## src/rtl/sdram_protocol_monitor.sv

```systemverilog
// sdram_protocol_monitor: passive SDRAM command-bus protocol checker.
// Checks init sequence, bank open/close, tRCD/tRAS/tRP and CAS-latency read data.
//
// Ports:
//   sdram_clk, sdram_resetn   clock (posedge) and async active-low reset
//   mon_en                    0 suppresses all flag/pulse/count updates
//   sdr_cs_n/ras_n/cas_n/we_n command pins, sdr_ba bank, sdr_a10 precharge-all
//   cfg_sdr_mode_reg          mode register, CAS latency in [6:4]
//   sdr_dq_valid              read data present on DQ this cycle
//   err_clr                   synchronous clear of err_flags / err_count
//   init_done                 init sequence finished (sticky until reset)
//   err_flags                 sticky [0]INIT [1]BANK [2]TRCD [3]TRAS [4]TRP [5]CL
//   err_pulse                 one-cycle pulse after any new error
//   err_count                 saturating count of cycles with a new error
module sdram_protocol_monitor #(
    parameter int NUM_BANKS    = 4,
    parameter int BA_W         = 2,
    parameter int INIT_NOP_CYC = 500,
    parameter int INIT_AREF    = 2,
    parameter int INIT_TO      = 100,
    parameter int T_RCD        = 3,
    parameter int T_RAS        = 6,
    parameter int T_RP         = 3,
    parameter int CAS_MAX      = 3,
    parameter int CNT_W        = 8
) (
    input  logic             sdram_clk,
    input  logic             sdram_resetn,
    input  logic             mon_en,
    input  logic             sdr_cs_n,
    input  logic             sdr_ras_n,
    input  logic             sdr_cas_n,
    input  logic             sdr_we_n,
    input  logic [BA_W-1:0]  sdr_ba,
    input  logic             sdr_a10,
    input  logic [12:0]      cfg_sdr_mode_reg,
    input  logic             sdr_dq_valid,
    input  logic             err_clr,
    output logic             init_done,
    output logic [5:0]       err_flags,
    output logic             err_pulse,
    output logic [CNT_W-1:0] err_count
);

    localparam int T_M1  = (T_RAS > T_RCD) ? T_RAS : T_RCD;
    localparam int T_MAX = (T_M1 > T_RP) ? T_M1 : T_RP;
    localparam int TW    = $clog2(T_MAX + 1);
    localparam int NW    = $clog2(INIT_NOP_CYC + 1);
    localparam int WW    = $clog2(INIT_TO + 1);
    localparam int AW    = $clog2(INIT_AREF + 1);

    localparam logic [TW-1:0] SAT   = TW'(T_MAX);
    localparam logic [TW-1:0] RCD_L = TW'(T_RCD);
    localparam logic [TW-1:0] RAS_L = TW'(T_RAS);
    localparam logic [TW-1:0] RP_L  = TW'(T_RP);

    typedef enum logic [2:0] {
        S_NOP_WAIT,
        S_WAIT_PRE,
        S_WAIT_AREF,
        S_WAIT_MRS,
        S_DONE
    } state_t;

    // ---------------- command decode ----------------
    logic [2:0] cmd;
    logic       is_nop, is_act, is_rd, is_wr, is_pre, is_aref, is_mrs;

    // deselect behaves exactly like NOP
    assign cmd     = sdr_cs_n ? 3'b111 : {sdr_ras_n, sdr_cas_n, sdr_we_n};
    assign is_nop  = (cmd == 3'b111);
    assign is_act  = (cmd == 3'b011);
    assign is_rd   = (cmd == 3'b101);
    assign is_wr   = (cmd == 3'b100);
    assign is_pre  = (cmd == 3'b010);
    assign is_aref = (cmd == 3'b001);
    assign is_mrs  = (cmd == 3'b000);

    // ---------------- init FSM ----------------
    state_t        st_q, st_d;
    logic [NW-1:0] nop_cnt_q, nop_cnt_d;
    logic [WW-1:0] wait_cnt_q, wait_cnt_d;
    logic [AW-1:0] aref_cnt_q, aref_cnt_d;
    logic          init_done_q, init_done_d;
    logic          wait_to, e_init, in_done;

    assign wait_to = (wait_cnt_q == WW'(INIT_TO - 1));
    assign in_done = (st_q == S_DONE);

    always_ff @(posedge sdram_clk or negedge sdram_resetn) begin
        if (!sdram_resetn) begin
            st_q        <= S_NOP_WAIT;
            nop_cnt_q   <= '0;
            wait_cnt_q  <= '0;
            aref_cnt_q  <= '0;
            init_done_q <= 1'b0;
        end else begin
            st_q        <= st_d;
            nop_cnt_q   <= nop_cnt_d;
            wait_cnt_q  <= wait_cnt_d;
            aref_cnt_q  <= aref_cnt_d;
            init_done_q <= init_done_d;
        end
    end

    always_comb begin
        st_d       = st_q;
        nop_cnt_d  = nop_cnt_q;
        wait_cnt_d = wait_cnt_q;
        aref_cnt_d = aref_cnt_q;
        if (e_init) begin
            // an init violation abandons the sequence for good
            st_d = S_DONE;
        end else begin
            unique case (st_q)
                S_NOP_WAIT: begin
                    if (nop_cnt_q == NW'(INIT_NOP_CYC - 1)) begin
                        st_d       = S_WAIT_PRE;
                        wait_cnt_d = '0;
                    end else begin
                        nop_cnt_d = nop_cnt_q + NW'(1);
                    end
                end
                S_WAIT_PRE: begin
                    if (is_pre) begin
                        st_d       = S_WAIT_AREF;
                        wait_cnt_d = '0;
                        aref_cnt_d = '0;
                    end else begin
                        wait_cnt_d = wait_cnt_q + WW'(1);
                    end
                end
                S_WAIT_AREF: begin
                    if (is_aref) begin
                        // timeout window restarts for each refresh
                        wait_cnt_d = '0;
                        if (aref_cnt_q == AW'(INIT_AREF - 1)) begin
                            st_d = S_WAIT_MRS;
                        end else begin
                            aref_cnt_d = aref_cnt_q + AW'(1);
                        end
                    end else begin
                        wait_cnt_d = wait_cnt_q + WW'(1);
                    end
                end
                S_WAIT_MRS: begin
                    if (is_mrs) begin
                        st_d = S_DONE;
                    end else begin
                        wait_cnt_d = wait_cnt_q + WW'(1);
                    end
                end
                default: ;
            endcase
        end
    end

    always_comb begin
        e_init = 1'b0;
        unique case (st_q)
            S_NOP_WAIT:  e_init = !is_nop;
            S_WAIT_PRE:  e_init = is_nop ? wait_to : !is_pre;
            S_WAIT_AREF: e_init = is_nop ? wait_to : !is_aref;
            S_WAIT_MRS:  e_init = is_nop ? wait_to : !is_mrs;
            default:     e_init = 1'b0;
        endcase
    end

    assign init_done_d = init_done_q | (st_d == S_DONE);

    // ---------------- bank state and timing ----------------
    // sa/sp hold cycles since last ACT/PRE per bank, saturating at T_MAX
    logic [NUM_BANKS-1:0]         open_q, open_d;
    logic [NUM_BANKS-1:0][TW-1:0] sa_q, sa_d;
    logic [NUM_BANKS-1:0][TW-1:0] sp_q, sp_d;
    logic                         e_bank, e_trcd, e_tras, e_trp;

    always_ff @(posedge sdram_clk or negedge sdram_resetn) begin
        if (!sdram_resetn) begin
            open_q <= '0;
            sa_q   <= {NUM_BANKS{SAT}};
            sp_q   <= {NUM_BANKS{SAT}};
        end else begin
            open_q <= open_d;
            sa_q   <= sa_d;
            sp_q   <= sp_d;
        end
    end

    always_comb begin
        open_d = open_q;
        e_bank = 1'b0;
        e_trcd = 1'b0;
        e_tras = 1'b0;
        e_trp  = 1'b0;
        for (int b = 0; b < NUM_BANKS; b++) begin
            sa_d[b] = (sa_q[b] == SAT) ? SAT : sa_q[b] + TW'(1);
            sp_d[b] = (sp_q[b] == SAT) ? SAT : sp_q[b] + TW'(1);
        end
        if (in_done) begin
            if (is_act) begin
                if (open_q[sdr_ba]) e_bank = 1'b1;
                if (sp_q[sdr_ba] < RP_L) e_trp = 1'b1;
                open_d[sdr_ba] = 1'b1;
                sa_d[sdr_ba]   = TW'(1);
            end
            if (is_rd || is_wr) begin
                if (!open_q[sdr_ba]) begin
                    e_bank = 1'b1;
                end else if (sa_q[sdr_ba] < RCD_L) begin
                    e_trcd = 1'b1;
                end
            end
            if (is_pre) begin
                for (int b = 0; b < NUM_BANKS; b++) begin
                    if (sdr_a10 || (BA_W'(b) == sdr_ba)) begin
                        // closing an already-closed bank is legal
                        if (open_q[b] && (sa_q[b] < RAS_L)) e_tras = 1'b1;
                        open_d[b] = 1'b0;
                        sp_d[b]   = TW'(1);
                    end
                end
            end
            if (is_aref && (|open_q)) e_bank = 1'b1;
        end
    end

    // ---------------- CAS latency ----------------
    // due_q[i] set: read data expected i cycles from now
    logic [2:0]         cl;
    logic               cl_ok, rd_chk, e_cl;
    logic [CAS_MAX-1:0] due_q, due_d;
    logic               unused_mode;

    assign cl          = cfg_sdr_mode_reg[6:4];
    assign unused_mode = ^{cfg_sdr_mode_reg[12:7], cfg_sdr_mode_reg[3:0]};
    assign cl_ok       = ((cl == 3'd2) || (cl == 3'd3)) && (int'(cl) <= CAS_MAX);
    assign rd_chk      = in_done && is_rd;

    always_ff @(posedge sdram_clk or negedge sdram_resetn) begin
        if (!sdram_resetn) begin
            due_q <= '0;
        end else begin
            due_q <= due_d;
        end
    end

    always_comb begin
        due_d = due_q >> 1;
        for (int i = 0; i < CAS_MAX; i++) begin
            if (rd_chk && cl_ok && (int'(cl) == i + 1)) due_d[i] = 1'b1;
        end
    end

    assign e_cl = (rd_chk && !cl_ok) || (due_q[0] && !sdr_dq_valid);

    // ---------------- reporting ----------------
    logic [5:0]       err_new;
    logic [5:0]       flags_q, flags_d;
    logic [CNT_W-1:0] cnt_q, cnt_d;
    logic             pulse_q, pulse_d;

    assign err_new = {e_cl, e_trp, e_tras, e_trcd, e_bank, e_init};

    always_ff @(posedge sdram_clk or negedge sdram_resetn) begin
        if (!sdram_resetn) begin
            flags_q <= '0;
            cnt_q   <= '0;
            pulse_q <= 1'b0;
        end else begin
            flags_q <= flags_d;
            cnt_q   <= cnt_d;
            pulse_q <= pulse_d;
        end
    end

    // clear first, so an error in the clearing cycle survives
    always_comb begin
        flags_d = err_clr ? '0 : flags_q;
        cnt_d   = err_clr ? '0 : cnt_q;
        pulse_d = 1'b0;
        if (mon_en && (|err_new)) begin
            flags_d = flags_d | err_new;
            pulse_d = 1'b1;
            if (cnt_d != '1) cnt_d = cnt_d + CNT_W'(1);
        end
    end

    assign init_done = init_done_q;
    assign err_flags = flags_q;
    assign err_pulse = pulse_q;
    assign err_count = cnt_q;

endmodule
```

## config.mk

```make
export PLATFORM = sky130hd
export DESIGN_NAME = sdram_protocol_monitor
export DESIGN_NICKNAME = d
export VERILOG_FILES = /design/src/rtl/sdram_protocol_monitor.sv
export SDC_FILE = /design/constraint.sdc
export NUM_CORES = 1
export LEC_CHECK = 0
export ABC_CLOCK_PERIOD_IN_PS = 5730
export BUFFER_PORTS_ARGS = -buffer_cell sky130_fd_sc_hd__clkbuf_2
export CELL_PAD_IN_SITES_DETAIL_PLACEMENT = 0
export CELL_PAD_IN_SITES_GLOBAL_PLACEMENT = 1
export CORE_MARGIN = 2
export CORE_UTILIZATION = 49
export DETAILED_ROUTE_END_ITERATION = 7
export PLACE_DENSITY = 0.93
export RECOVER_POWER = 100
export SETUP_SLACK_MARGIN = 0.2
export SKIP_LAST_GASP = 1
export SYNTH_ARGS = -nofsm -noshare
export SYNTH_HDL_FRONTEND = slang
export SYNTH_SLANG_ARGS = --single-unit
```

## constraint.sdc

```tcl
create_clock -name sdram_clk -period 5.73 [get_ports sdram_clk]
set_input_delay 1.146 -clock sdram_clk [delete_from_list [all_inputs] [get_ports sdram_clk]]
set_output_delay 1.146 -clock sdram_clk [all_outputs]
set_load 0.005 [all_outputs]
```

* Word level (Yosys, flattened, before mapping)
Index checks and enable logic that the tools add are counted.
** Storage, ports and cells
- Register bits after elaboration :: 68
- Bits of input ports :: 25
- Output and inout port bits :: 16
- Word-level logic and storage cells :: 206
** Cells by class
- Add/sub/neg operators :: 12
- Order comparisons :: 9
- Equality and inequality tests :: 36
- Muxes and demuxes :: 85
- Bitwise gates (word level) :: 8
- Reductions and logical operators :: 38
** Operators with widths (number)
- 3-bit 2-to-1 mux :: 22
- 12-bit 2-to-1 mux :: 4
- 3-bit == test, second input constant :: 15
- 1-bit 2-to-1 mux :: 36
- 7-bit 2-to-1 mux :: 4
- 7-bit one-hot mux with 4 select lines :: 1
- 3-bit by 1-bit adder with 3-bit output, second input constant :: 8
- 8-bit 2-to-1 mux :: 3
- 3-bit by 2-bit == test with 1-bit output, second input constant :: 7
- 1-bit logical AND :: 15
- 3-bit binary-select mux with 2-bit select :: 2
- 3-bit < comparator, second input constant :: 4
- 6-bit 2-to-1 mux :: 2
- 3-bit one-hot mux with 4 select lines :: 1
- 2-bit != test, second input constant :: 5
- 9-bit by 1-bit adder with 9-bit output, second input constant :: 1
- 9-bit == test, second input constant :: 1
- 8-bit by 1-bit adder with 8-bit output, second input constant :: 1
- 8-bit AND :: 1
- 4-bit 2-to-1 mux :: 2
- 8-bit != test, second input constant :: 1
- 8-bit NOT :: 1
- 4-bit OR :: 2
- 7-bit by 1-bit adder with 7-bit output, second input constant :: 1
- other kinds (30) :: 48

* Longest topological paths before layout
Gate-level depths: netlist of the first run.
- Depth after elaboration :: 15
- Mapped depth :: 9
- Depth with buffers taken out :: 8

* Worst setup path after synthesis of the first run
Ideal clock, no wire load.
- Kind :: in2reg
- Start point :: in sdr_cas_n
- End point :: reg aref_cnt_q[0]
- Library setup time :: 0.122 ns
- Data arrival time :: 2.781 ns
- Data required time :: 5.608 ns
- Slack :: 2.827 ns
- Stages on the path :: 7
- Path buffers :: 1
- Path through :: buf_4 nor3_4 a2bb2oi_1 o2111a_1 or4_4 or2_1 o2bb2ai_1
** Between the ends
- Word-level cells in the longest chain between the ends :: 7
- Elaborated cells on any way between the ends :: 17
- Those cells by class :: 5 x eq/ne; 5 x mux; 1 x bitwise; 6 x reduce/logical
** Ends and longest elaborated chain
- from (decl) :: line 32 : input logic sdr_cas_n,
- 3-bit 2-to-1 mux (*) :: line 70 : assign cmd = sdr_cs_n ? 3'b111 : {sdr_ras_n, sdr_cas_n, sdr_we_n};
- 3-bit by 1-bit == test with 1-bit output (tied with other cells) :: line 76 : assign is_aref = (cmd == 3'b001);
- 1-bit logical NOT (on tied branches) :: line 163, 162, 164
- 1-bit 2-to-1 mux (on tied branches) :: line 163, 162, 164
- 1-bit one-hot mux with 4 select lines :: line 160 : unique case (st_q)
- 1-bit NOT (no source line)
- 5-bit AND reduction (no source line) (*)
- to (signal assigned) :: line 101 : aref_cnt_q <= aref_cnt_d;
- to (decl) :: line 83 : logic [AW-1:0] aref_cnt_q, aref_cnt_d;
Every way passes the cells marked *; elsewhere a longest branch is shown, timed or not.
A chain may end at the register's enable or synchronous reset.

* Worst setup path in the final report of the first run
- Start point :: in sdr_cas_n
- End point :: reg cnt_q[1] (netlist: err_count[1])
** Between the ends
- Word-level cells in the longest chain between the ends :: 10
- Elaborated cells on any way between the ends :: 35
- Those cells by class :: 6 x eq/ne; 17 x mux; 12 x reduce/logical
** Ends and longest elaborated chain
- 3-bit 2-to-1 mux (*) :: line 70
- 3-bit by 2-bit == test with 1-bit output :: line 72 : assign is_act = (cmd == 3'b011);
- 1-bit 2-to-1 mux :: line 201 : if (is_act) begin
- 1-bit 2-to-1 mux :: line 208 : if (!open_q[sdr_ba]) begin
- 1-bit 2-to-1 mux :: line 207 : if (is_rd || is_wr) begin
- 1-bit 2-to-1 mux :: line 224 : if (is_aref && (|open_q)) e_bank = 1'b1;
- 1-bit 2-to-1 mux :: line 200 : if (in_done) begin
- 6-bit OR reduction (*) :: line 282 : if (mon_en && (|err_new)) begin
- 1-bit logical AND (*) :: line 282
- 8-bit 2-to-1 mux (*) :: line 282
- via cnt_d[1] :: line 260 : logic [CNT_W-1:0] cnt_q, cnt_d;
- to (signal assigned) :: line 272 : cnt_q <= cnt_d;
- to (decl) :: line 260
Mark *: on every way through the listed nets, which the timed path passes. The rest lies on a longest branch.

==> results.md, run 1 <==
- Status: complete, no violations
- DR DRC count: 0
- Max incr delay on CP: 640 ps
- Async S/R FF share, synth: 100%
- Initial DRC count: around 170
- Slew @ Worst Pin: 977 ps
- Total Routing Usage GR: roughly a fifth
- First-pass GRT wire length: 13400 um
- Global route overflow: 0
- Critical Path Sink Type: flop
- Min setup slack post-route: 2180 ps
- Slew Limit Fails: 0
- Leak: 1.92 nW
- Crit path DAT: roughly 3800 ps
- Post-CTS Setup Inserts: 0
- Dpl cell area: 3980 um2
- Via count: 2972
- Die Span Y: 91.6 um
- Worst Hold Class: reg2reg
- Resize count post-CTS: 0
- Number of global-route vias before repair: between 2000 and 3000
- Critical Path, Cell by Cell: clkbuf_1 > nor4b_1 > nand3_1 > a41oi_1 > nor2_1 > nand4_1 > and3_1 > mux2_1
- DIE AREA: 8380 um2
- Largest net degree at the start of global routing: a little under 70
- Initial antenna violation count: 0
- Clock slew at reported path FFs: 80 ps
- Final GP Congestion: between 0.8 and 0.9
- Half-perimeter wire length after placement: 5330 um
- M2 GR Usage: 31.9%
- CTS buffer count: 9
- Post-placement cell count: 506
- Count of cell types in the netlist: 59
- Min Hold Slack: 353 ps
- Crit-path slowest cell: nor4b_1
- Post-synthesis sequential area ratio: 45.8%
- Most used routing layer in global routing: met2
- Share of the synthesized area in the top cell type: 34.6%
- Power per cell area: 429 nW/um2
- Worst vdd ir: 0.000159 V
- Ant diodes: 0
- Hold path cells: 0
- TritonCTS clock tree: yes
- Met1 Track Usage GR: 25.0%
- Final setup vio count: 0
- Routed wire per std cell: approximately 15 um
- Via/cell ratio: ~5.7
- Mean cell area of the mapped netlist: approximately 9.7 um2
- Reg2reg end: err_count[1]$_DFF_PN0_
- Clk_lat worst skew: approximately 360 ps
- Initial core utilization: 51.3%
- Clock Sinks: 68
- DRT Wirelength: 7670 um
- Area grow syn2layout: 10.1%
- Final worst path period share: 61.9%
- Root Driver: clkbuf_8
- Synth Register Bits: about 70
- Number of synthesis warnings: 0
- Area of the multi-input gates: 1810 um2
- Flop2flop setup slack: 2630 ps
- Post-Syn Area: 3760 um2
- Req. time, crit path: 5970 ps
- Share of cells above drive strength 1: 13.2%
- Worst reg2reg path depth: 7
- Synth area leader: dfrtp_1
- Post-route ant nets: 0
- Total of fill cells in the finished design: 669
- Post-Layout Inst Area: 4140 um2
- Primary FF master, synth: dfrtp_1
- Setup crit start: sdr_cas_n
- H-tree Lvls: 3
- Worst Path Max Fanout: 11
- Final hold vios: 0
- Die extent in x: 91.6 um
- Crit path to: err_count[1]$_DFF_PN0_
- Row cnt: 31
- Final min period: ~3500 ps
- Critical path class: in2reg
- M3 GR Usage: 4.73%
- Critical R2R Launch: st_q[1]$_DFF_PN0_
- Final nets: roughly 460
- Final Skew: 11.5 ps
- DP Worst Slack: 2390 ps
- Final Non-Filler Cells: 522
- Mapped Cells: 389
- Hold Buf Count CTS: 0
- Maximum capacitance violations: 0
- Mapped Nets: between 400 and 500
- Area contributors post-synth: dfrtp_1 (35%), dfstp_2 (11%), ha_1 (6.7%)
- RSZ-0062 raised after global routing: false
- IO Count: 41
- Register area: ~1700 um2
- IO Port Bufs: 30
- Post-synth EDFFs: 0
- CORE AREA: approximately 7300 um2
- Maximum clock rate: 0.282 GHz
- Clock Tree Buf Depth: 2
- Detailed-router iteration count before antenna repair: 4
- Slew headroom: 34.0%
- Crit path launch type: input pin
- Final setup TNS: 0 ps
-- registers in the layout (all words and copies together) (netlist names) --
register	flops
aref_cnt_q	2
init_done	1
sp_q	12
nop_cnt_q	9
st_q	3
err_count	8
open_q	4
wait_cnt_q	7
due_q	3
sa_q	12
err_pulse	1
err_flags	6
-- worst min-delay path by stage --
stage / from / end
6_report: due_q[1]$_DFF_PN0_ / due_q[0]$_DFF_PN0_
5_1_grt: due_q[1]$_DFF_PN0_ / due_q[0]$_DFF_PN0_
4_1_cts: due_q[1]$_DFF_PN0_ / due_q[0]$_DFF_PN0_
3_5_place_dp: due_q[1]$_DFF_PN0_ / due_q[0]$_DFF_PN0_
3_3_place_gp: due_q[1]$_DFF_PN0_ / due_q[0]$_DFF_PN0_
2_1_floorplan: due_q[1]$_DFF_PN0_ / due_q[0]$_DFF_PN0_
-- worst max-delay path: cells and delay by family --
kind            cells  cell delay, ps
compound gates      1             360
buf+inv             1             380
mux                 1             330
simple gates        5            1570
-- cell families after synthesis --
group                    after synthesis  synth area share [%]
flip-flops                            68                  45.8
buffers and inverters                 45                  4.76
multiplexers                           6                  2.33
AO/OA/AOI/OAI                         89                  16.5
XOR/XNOR                              11                  2.56
AND/OR/NAND/NOR                      150                  21.4
adder cells (fa/ha/maj)               20                  6.66
-- metrics by stage --
stage	total power (W)	util (%)
global route	0.00193	56.4
CTS	0.00181	57.2
floorplan	0.00121	-
global placement	0.00132	54.3
detailed placement	0.00136	54.3
finish	0.00177	56.4
-- where the power goes --
group	switching (W)	total, W	leakage [nW]	internal, W
clock	0.000188	0.000433	0.102	0.000245
sequential	0.000152	0.000814	0.855	0.000662
combinational	0.000286	0.000525	0.958	0.000239
total	0.000627	0.00177	1.92	0.00115
-- Yosys cell counts (all sizes together), types with 3 or more instances --
cell type and instances:
inv 32, xnor2 7, xor2 4, buf 6, a31oi 13, a311oi 3, and3 13, dfrtp 52
o21ai 9, clkbuf 7, nor3 13, nor2b 9, nand2b 8, o22ai 4, nand4 7, a21o 10
and4 3, nand3b 3, a21oi 22, nand3 14, nand2 35, a41oi 4, dfstp 16, ha 20
a211oi 3, nor2 35
-- metal layers --
metal	share of wire (%)	vias to the layer above	wire (um)
li1	-	1448	-
met4	1.9	0	146
met3	4.7	12	363
met2	47	63	3620
met5	0	-	0
met1	46	1449	3540
-- cell usage in the layout (no fill, tap or decap), drive strengths merged, types with 4 or more instances in the layout --
master / count
a21o: 10
a21oi: 22
a31oi: 13
a41oi: 4
and3: 13
clkbuf: 39
dfrtp: 52
dfstp: 16
ha: 20
inv: 32
nand2: 35
nand2b: 8
nand3: 14
nand4: 7
nor2: 35
nor2b: 9
nor3: 13
o21ai: 9
o22ai: 4
xnor2: 7
xor2: 4
-- area by class of cell --
cell class | count | area share (%)
Multi-Input combinational cell | 276 | 43.8
Sequential cell | 68 | 41.6
Timing Repair Buffer | 31 | 3.45
Clock buffer | 10 | 3.09
Tap cell | 99 | 3.00
Inverter | 32 | 2.90
Clock inverter | 6 | 2.15
(Power assumes the default switching activity.)
==> run 2: changes to the inputs <==
--- a/config.mk
+++ b/config.mk
@@ -5,14 +5,14 @@
 export SDC_FILE = /design/constraint.sdc
 export NUM_CORES = 1
 export LEC_CHECK = 0
-export ABC_CLOCK_PERIOD_IN_PS = 5730
+export ABC_CLOCK_PERIOD_IN_PS = 2850
 export BUFFER_PORTS_ARGS = -buffer_cell sky130_fd_sc_hd__clkbuf_2
 export CELL_PAD_IN_SITES_DETAIL_PLACEMENT = 0
 export CELL_PAD_IN_SITES_GLOBAL_PLACEMENT = 1
 export CORE_MARGIN = 2
-export CORE_UTILIZATION = 49
+export CORE_UTILIZATION = 41
 export DETAILED_ROUTE_END_ITERATION = 7
-export PLACE_DENSITY = 0.93
+export PLACE_DENSITY = 0.84
 export RECOVER_POWER = 100
 export SETUP_SLACK_MARGIN = 0.2
 export SKIP_LAST_GASP = 1
==> constraint.sdc (replaced) <==
create_clock -name sdram_clk -period 2.85 [get_ports sdram_clk]
set_input_delay 0.57 -clock sdram_clk [delete_from_list [all_inputs] [get_ports sdram_clk]]
set_output_delay 0.57 -clock sdram_clk [all_outputs]
set_load 0.005 [all_outputs]
==> results.md, run 2 (synthesis gave the netlist of run 1 again) <==
- Hold Buf Count CTS: 0 (unchanged)
- Comb power frac: 30.6% (+1.0 points)
- Slew Limit Fails: 0 (unchanged)
- Total Routing Usage GR: 16.7% (-3.2 points)
- Commonest non-fill, non-tap cell in the layout: dfrtp_1
- Share of cells above drive strength 1: 14.4% (+1.1 points)
- Total of fill cells in the finished design: 837 (+25%)
- Status: complete, no violations
- Slew @ Worst Pin: 1480 ps (+506 ps)
- Via/cell ratio: 5.54 (-2.7%)
- CTS buffer count: 9 (unchanged)
- Final GP Congestion: 0.830 (-3.1%)
- H-tree Lvls: 3 (unchanged)
- Routed wl met2: 3630 um (+0.36%)
- Dpl cell area: 4060 um2 (+2.1%)
- Global route overflow: 0 (unchanged)
- Worst reg2reg path depth: 7 (unchanged)
- Hold Startpoint: due_q[1]$_DFF_PN0_
- Critical path class: reg2reg
- Hold path cells: 0 (unchanged)
- CORE AREA: 8810 um2 (+20%)
- Resize count post-CTS: 0 (unchanged)
- DRT met1 WL: 3680 um (+3.8%)
- DR DRC count: 0 (unchanged)
- Clock Sinks: 68 (unchanged)
- Clock Tree Buf Depth: 2 (unchanged)
- Reg2reg end: aref_cnt_q[0]$_DFFE_PN0P_
- Largest net degree at the start of global routing: 44 (-36%)
- Flop pwr share: 46.3% (+0.4 points)
- First-pass GRT wire length: 13400 um (-0.16%)
- Maximum capacitance violations: 0 (unchanged)
- Worst vdd ir: 0.000268 V (+68%)
- Power Internal: 0.00228 W (+99%)
- WL met3: 343 um (-5.5%)
- Final setup vio count: 0 (unchanged)
- Root Driver: clkbuf_8
- Worst Hold Class: reg2reg
- Clock slew at reported path FFs: 80 ps (about the same)
- Worst Path Max Fanout: 12 (+1)
- Critical R2R Launch: st_q[0]$_DFF_PN0_
- Switching share of total power: 35.3% (about the same)
- Final min period: around 2500 ps
- Final nets: 471 (+1.7%)
- Clk_lat worst skew: 350 ps (about the same)
- Critical Path Sink Type: flop
- Final Skew: 15.2 ps (+3.68 ps)
- Initial DRC count: 113 (-32%)
- Crit path DAT: 2760 ps (-1030 ps)
- Row cnt: 34 (+9.7%)
- Post-Layout Inst Area: 4230 um2 (+2.2%)
- Final setup TNS: 0 ps (unchanged)
- Post-CTS Setup Inserts: 0 (unchanged)
- Commonest cells after routing, fill and taps aside: dfrtp_1 (52), nand2_1 (35), nor2_1 (35)
- Power per cell area: 836 nW/um2 (+95%)
- Initial core utilization: 42.7% (-8.6 points)
- Max layer used: met4
- Final hold vios: 0 (unchanged)
- Maximum clock rate: 0.395 GHz
- Sw power: 0.00125 W (+99%)
- Slew headroom: 1.19% (-33 points)
- IO Count: 41 (unchanged)
- Die Span Y: 99.7 um (+8.9%)
- Leak: 1.95 nW (+1.8%)
- Half-perimeter wire length after placement: 5620 um (+5.4%)
- RSZ-0062 raised after global routing: false
- Clock power frac: 23.0% (-1.4 points)
- DIE AREA: 9950 um2 (+19%)
- Routed wire per std cell: 14.4 um (-1.7%)
- Crit path launch type: flop
- Die extent in x: 99.7 um (+8.9%)
- Detailed-router iteration count before antenna repair: 4 (unchanged)
- Flop2flop setup slack: 320 ps (-2310 ps)
- TritonCTS clock tree: yes
- Final worst path period share: 88.9%
- IO Port Bufs: 30 (unchanged)
- Req. time, crit path: 3070 ps (-2900 ps)
- Post-route ant nets: 0 (unchanged)
- Via count: 2987 (+0.50%)
- Hold EP: due_q[0]$_DFF_PN0_
- Number of global-route vias before repair: 2926 (-2.0%)
- Area grow syn2layout: 12.5%
- DRT Wirelength: 7780 um (+1.5%)
- Initial antenna violation count: 0 (unchanged)
- Ant diodes: 0 (unchanged)
- Biggest regs: sa_q (12), sp_q (12), nop_cnt_q (9)
[run 2: cell count changes in the layout (fill, tap and decap cells not counted), sizes merged]
cell / change
buf: +5
bufinv: -1
clkinvlp: -2
clkinv: -1
clkbuf: +7
[run 2: area by class of cell]
cell class	count	area, um2	share of cell area, %
tap	108	135	3.20
clock inverter	2	35.0	0.829
clock buffer	14	163	3.85
sequential	68	1720	40.7
inverter	32	120	2.84
multi-input combinational	276	1850	43.7
timing repair buffer	39	205	4.86
[run 2: worst max-delay path, cell delays in order (launching register included)]
cell and delay (ps):
dfrtp_1 500, nor2_1 250, clkbuf_1 310, a21oi_1 120
o2111a_1 240, or4_1 590, or2_1 260, o2bb2ai_1 140
[run 2: worst max path at each step]
stage / from / endpoint / slack, ps / cells after the start
finish: st_q[0]$_DFF_PN0_ / aref_cnt_q[0]$_DFFE_PN0P_ / 320 / 7
CTS: st_q[1]$_DFF_PN0_ / err_count[1]$_DFF_PN0_ / 510 / 7
floorplan: sdr_cas_n / aref_cnt_q[0]$_DFFE_PN0P_ / 520 / 7
global placement: sdr_ba[0] / err_count[1]$_DFF_PN0_ / 210 / 8
global route: st_q[0]$_DFF_PN0_ / aref_cnt_q[1]$_DFFE_PN0P_ / 170 / 8
detailed placement: sdr_ba[0] / err_count[1]$_DFF_PN0_ / 180 / 8
[run 2: per-layer routing]
metal  GRT usage [%]  up-vias
li1                -     1455
met4            6.53        0
met5               0        -
met2            26.5       74
met1            22.0     1447
met3            4.22       11
[run 2: power by group through the flow]
stage	Clock (W)	Combinational (W)	Sequential, W
floorplan	0	0.000899	0.00154
global placement	0	0.00105	0.00163
detailed placement	0	0.00111	0.00165
CTS	0.000837	0.00111	0.00163
global route	0.000873	0.00127	0.00169
finish	0.000813	0.00108	0.00164
[run 2: metrics by stage]
stage | util (%) | cells | total power (W) | hold slack, ps | worst slack [ps]
2_1_floorplan | - | 389 | 0.00244 | 274 | 523
3_3_place_gp | 46.1 | 523 | 0.00269 | 341 | 212
3_5_place_dp | 46.1 | 523 | 0.00276 | 344 | 184
4_1_cts | 48.4 | 539 | 0.00358 | 231 | 508
5_1_grt | 48.0 | 539 | 0.00383 | 371 | 167
6_report | 48.0 | 539 | 0.00353 | 359 | 316
==> run 3: changes to the inputs <==
--- a/config.mk
+++ b/config.mk
@@ -13,7 +13,7 @@
 export CORE_UTILIZATION = 41
 export DETAILED_ROUTE_END_ITERATION = 7
 export PLACE_DENSITY = 0.84
-export RECOVER_POWER = 100
+export RECOVER_POWER = 50
 export SETUP_SLACK_MARGIN = 0.2
 export SKIP_LAST_GASP = 1
 export SYNTH_ARGS = -nofsm -noshare
==> results.md, run 3 (synthesis gave the netlist of run 1 again) <==
- Clock slew at reported path FFs: 80 ps (about the same)
- Hold Buf Count CTS: 0 (unchanged)
- Global route overflow: 0 (unchanged)
- Sw power: 0.00125 W (about the same)
- Critical Path Sink Type: flop
- RSZ-0062 raised after global routing: false
- Comb power frac: 31.1% (+0.5 points)
- Maximum clock rate: 0.421 GHz (+6.7%)
- Root Driver: clkbuf_8
- Initial DRC count: 138 (+22%)
- Slew @ Worst Pin: 1480 ps (-4.91 ps)
- Via/cell ratio: 5.56 (+0.30%)
- Resize count post-CTS: 0 (unchanged)
- DRT met1 WL: 3700 um (+0.60%)
- Biggest regs: sa_q (12), sp_q (12), nop_cnt_q (9)
- Min Hold Slack: 359 ps (+0.0780 ps)
- Worst Path Max Fanout: 11 (-1)
- Crit path launch type: flop
- Worst reg2reg path depth: 7 (unchanged)
- Maximum capacitance violations: 0 (unchanged)
- Routed wire per std cell: 14.3 um (-0.82%)
- Slew Limit Fails: 0 (unchanged)
- IO Count: 41 (unchanged)
- Final worst path period share: 83.3% (-5.6 points)
- DIE AREA: 9950 um2 (unchanged)
- Req. time, crit path: 3090 ps (+20 ps)
- TritonCTS clock tree: yes
- Hold path cells: 0 (unchanged)
- Switching share of total power: 35.2% (-0.14 points)
- Initial core utilization: 42.7% (unchanged)
- Final min period: 2370 ps (-160 ps)
- Clock Tree Buf Depth: 2 (unchanged)
- Final Skew: 15.2 ps (+0.0454 ps)
- Post-CTS Setup Inserts: 0 (unchanged)
- Setup crit start: st_q[1]$_DFF_PN0_
- Status: complete, no violations
- Final setup vio count: 0 (unchanged)
- Leak: 1.99 nW (+2.0%)
- Area grow syn2layout: 13.2%
- Flop pwr share: 46.1% (-0.2 points)
- First-pass GRT wire length: 13400 um (unchanged)
- Die Span Y: 99.7 um (unchanged)
- Detailed-router iteration count before antenna repair: 4 (unchanged)
- Largest net degree at the start of global routing: 44 (unchanged)
- Total Routing Usage GR: 16.7% (unchanged)
- Clk_lat worst skew: 350 ps (about the same)
- Clock Sinks: 68 (unchanged)
- Max layer used: met4
- Slew headroom: 1.52% (+0.33 points)
- Via count: 2996 (+0.30%)
- Die extent in x: 99.7 um (unchanged)
- Power per cell area: 834 nW/um2 (-0.20%)
- CORE AREA: 8810 um2 (unchanged)
- Ant diodes: 0 (unchanged)
- Commonest cells after routing, fill and taps aside: dfrtp_1 (52), nand2_1 (35), nor2_1 (34)
- H-tree Lvls: 3 (unchanged)
- Final GP Congestion: 0.830 (unchanged)
- Number of global-route vias before repair: 2926 (unchanged)
- DRT Wirelength: 7720 um (-0.82%)
- Hold Startpoint: due_q[1]$_DFF_PN0_
- Final hold vios: 0 (unchanged)
- Critical path class: reg2reg
- Power Internal: 0.00230 W (+0.69%)
- Half-perimeter wire length after placement: 5620 um (unchanged)
- Share of cells above drive strength 1: 17.4% (+3.0 points)
- WL met3: 264 um (-23%)
- DR DRC count: 0 (unchanged)
- Crit path DAT: 2610 ps (-150 ps)
- Initial antenna violation count: 0 (unchanged)
- Post-route ant nets: 0 (unchanged)
- IO Port Bufs: 30 (unchanged)
- Critical R2R Launch: st_q[1]$_DFF_PN0_
- Commonest non-fill, non-tap cell in the layout: dfrtp_1
- Worst vdd ir: 0.000269 V (+0.49%)
- Clock power frac: 22.8% (-0.2 points)
- Worst Hold Class: reg2reg
- CTS buffer count: 9 (unchanged)
- Routed wl met2: 3630 um (about the same)
- Row cnt: 34 (unchanged)
- Final setup TNS: 0 ps (unchanged)
- Final nets: 471 (unchanged)
## run 3: changes by cell type in the layout (fill, tap and decap cells not counted), sizes merged
cell | before | now
clkbuf | 46 | 44
buf | 7 | 9
## run 3: area by class of cell
class / instances / area, um2
Fill cell: 823 / 4550
Multi-Input combinational cell: 276 / 1860
Sequential cell: 68 / 1720
Timing Repair Buffer: 39 / 223
Clock buffer: 14 / 163
Tap cell: 108 / 135
Inverter: 32 / 120
Clock inverter: 2 / 35.0
## run 3: power groups by stage
stage / Combinational [W] / Clock [W] / Sequential, W
after CTS: 0.00111 / 0.000837 / 0.00163
after floorplan: 0.000899 / 0 / 0.00154
final: 0.00110 / 0.000810 / 0.00164
after global routing: 0.00129 / 0.000873 / 0.00169
after detailed placement: 0.00111 / 0 / 0.00165
after global placement: 0.00105 / 0 / 0.00163
## run 3: path summary, 6_finish.rpt
path	endpoint	slack, ps
worst max-delay path	err_count[1]$_DFF_PN0_	480
worst max register to register	err_count[1]$_DFF_PN0_	480
max in group asynchronous	sp_q[1]$_DFF_PN1_	1310
worst min-delay path	due_q[0]$_DFF_PN0_	360
min in group asynchronous	err_count[2]$_DFF_PN0_	560
worst min register to register	due_q[0]$_DFF_PN0_	360
## run 3: metal layers
layer / vias to the layer above / global-route usage, %
met4: 0 / 6.53
met5: - / 0
li1: 1455 / -
met1: 1471 / 22.0
met2: 58 / 26.5
met3: 12 / 4.22
## run 3: worst max-delay path, stage by stage (launching register included)
cell and delay [ps]:
dfrtp_1 500, nor2_1 270, nand4_1 270, a2111oi_2 430
nor2_2 90, nand4_4 160, and3_1 230, mux2_1 330
## run 3: through the flow
step                power [W]  setup slack [ps]  util (%)  std cells  area, um2
floorplan             0.00244               523         -        389       3760
global placement      0.00269               212      46.1        523       4060
detailed placement    0.00276               184      46.1        523       4060
CTS                   0.00358               508      48.4        539       4260
global route          0.00386               328      48.3        539       4250
finish                0.00355               477      48.3        539       4250
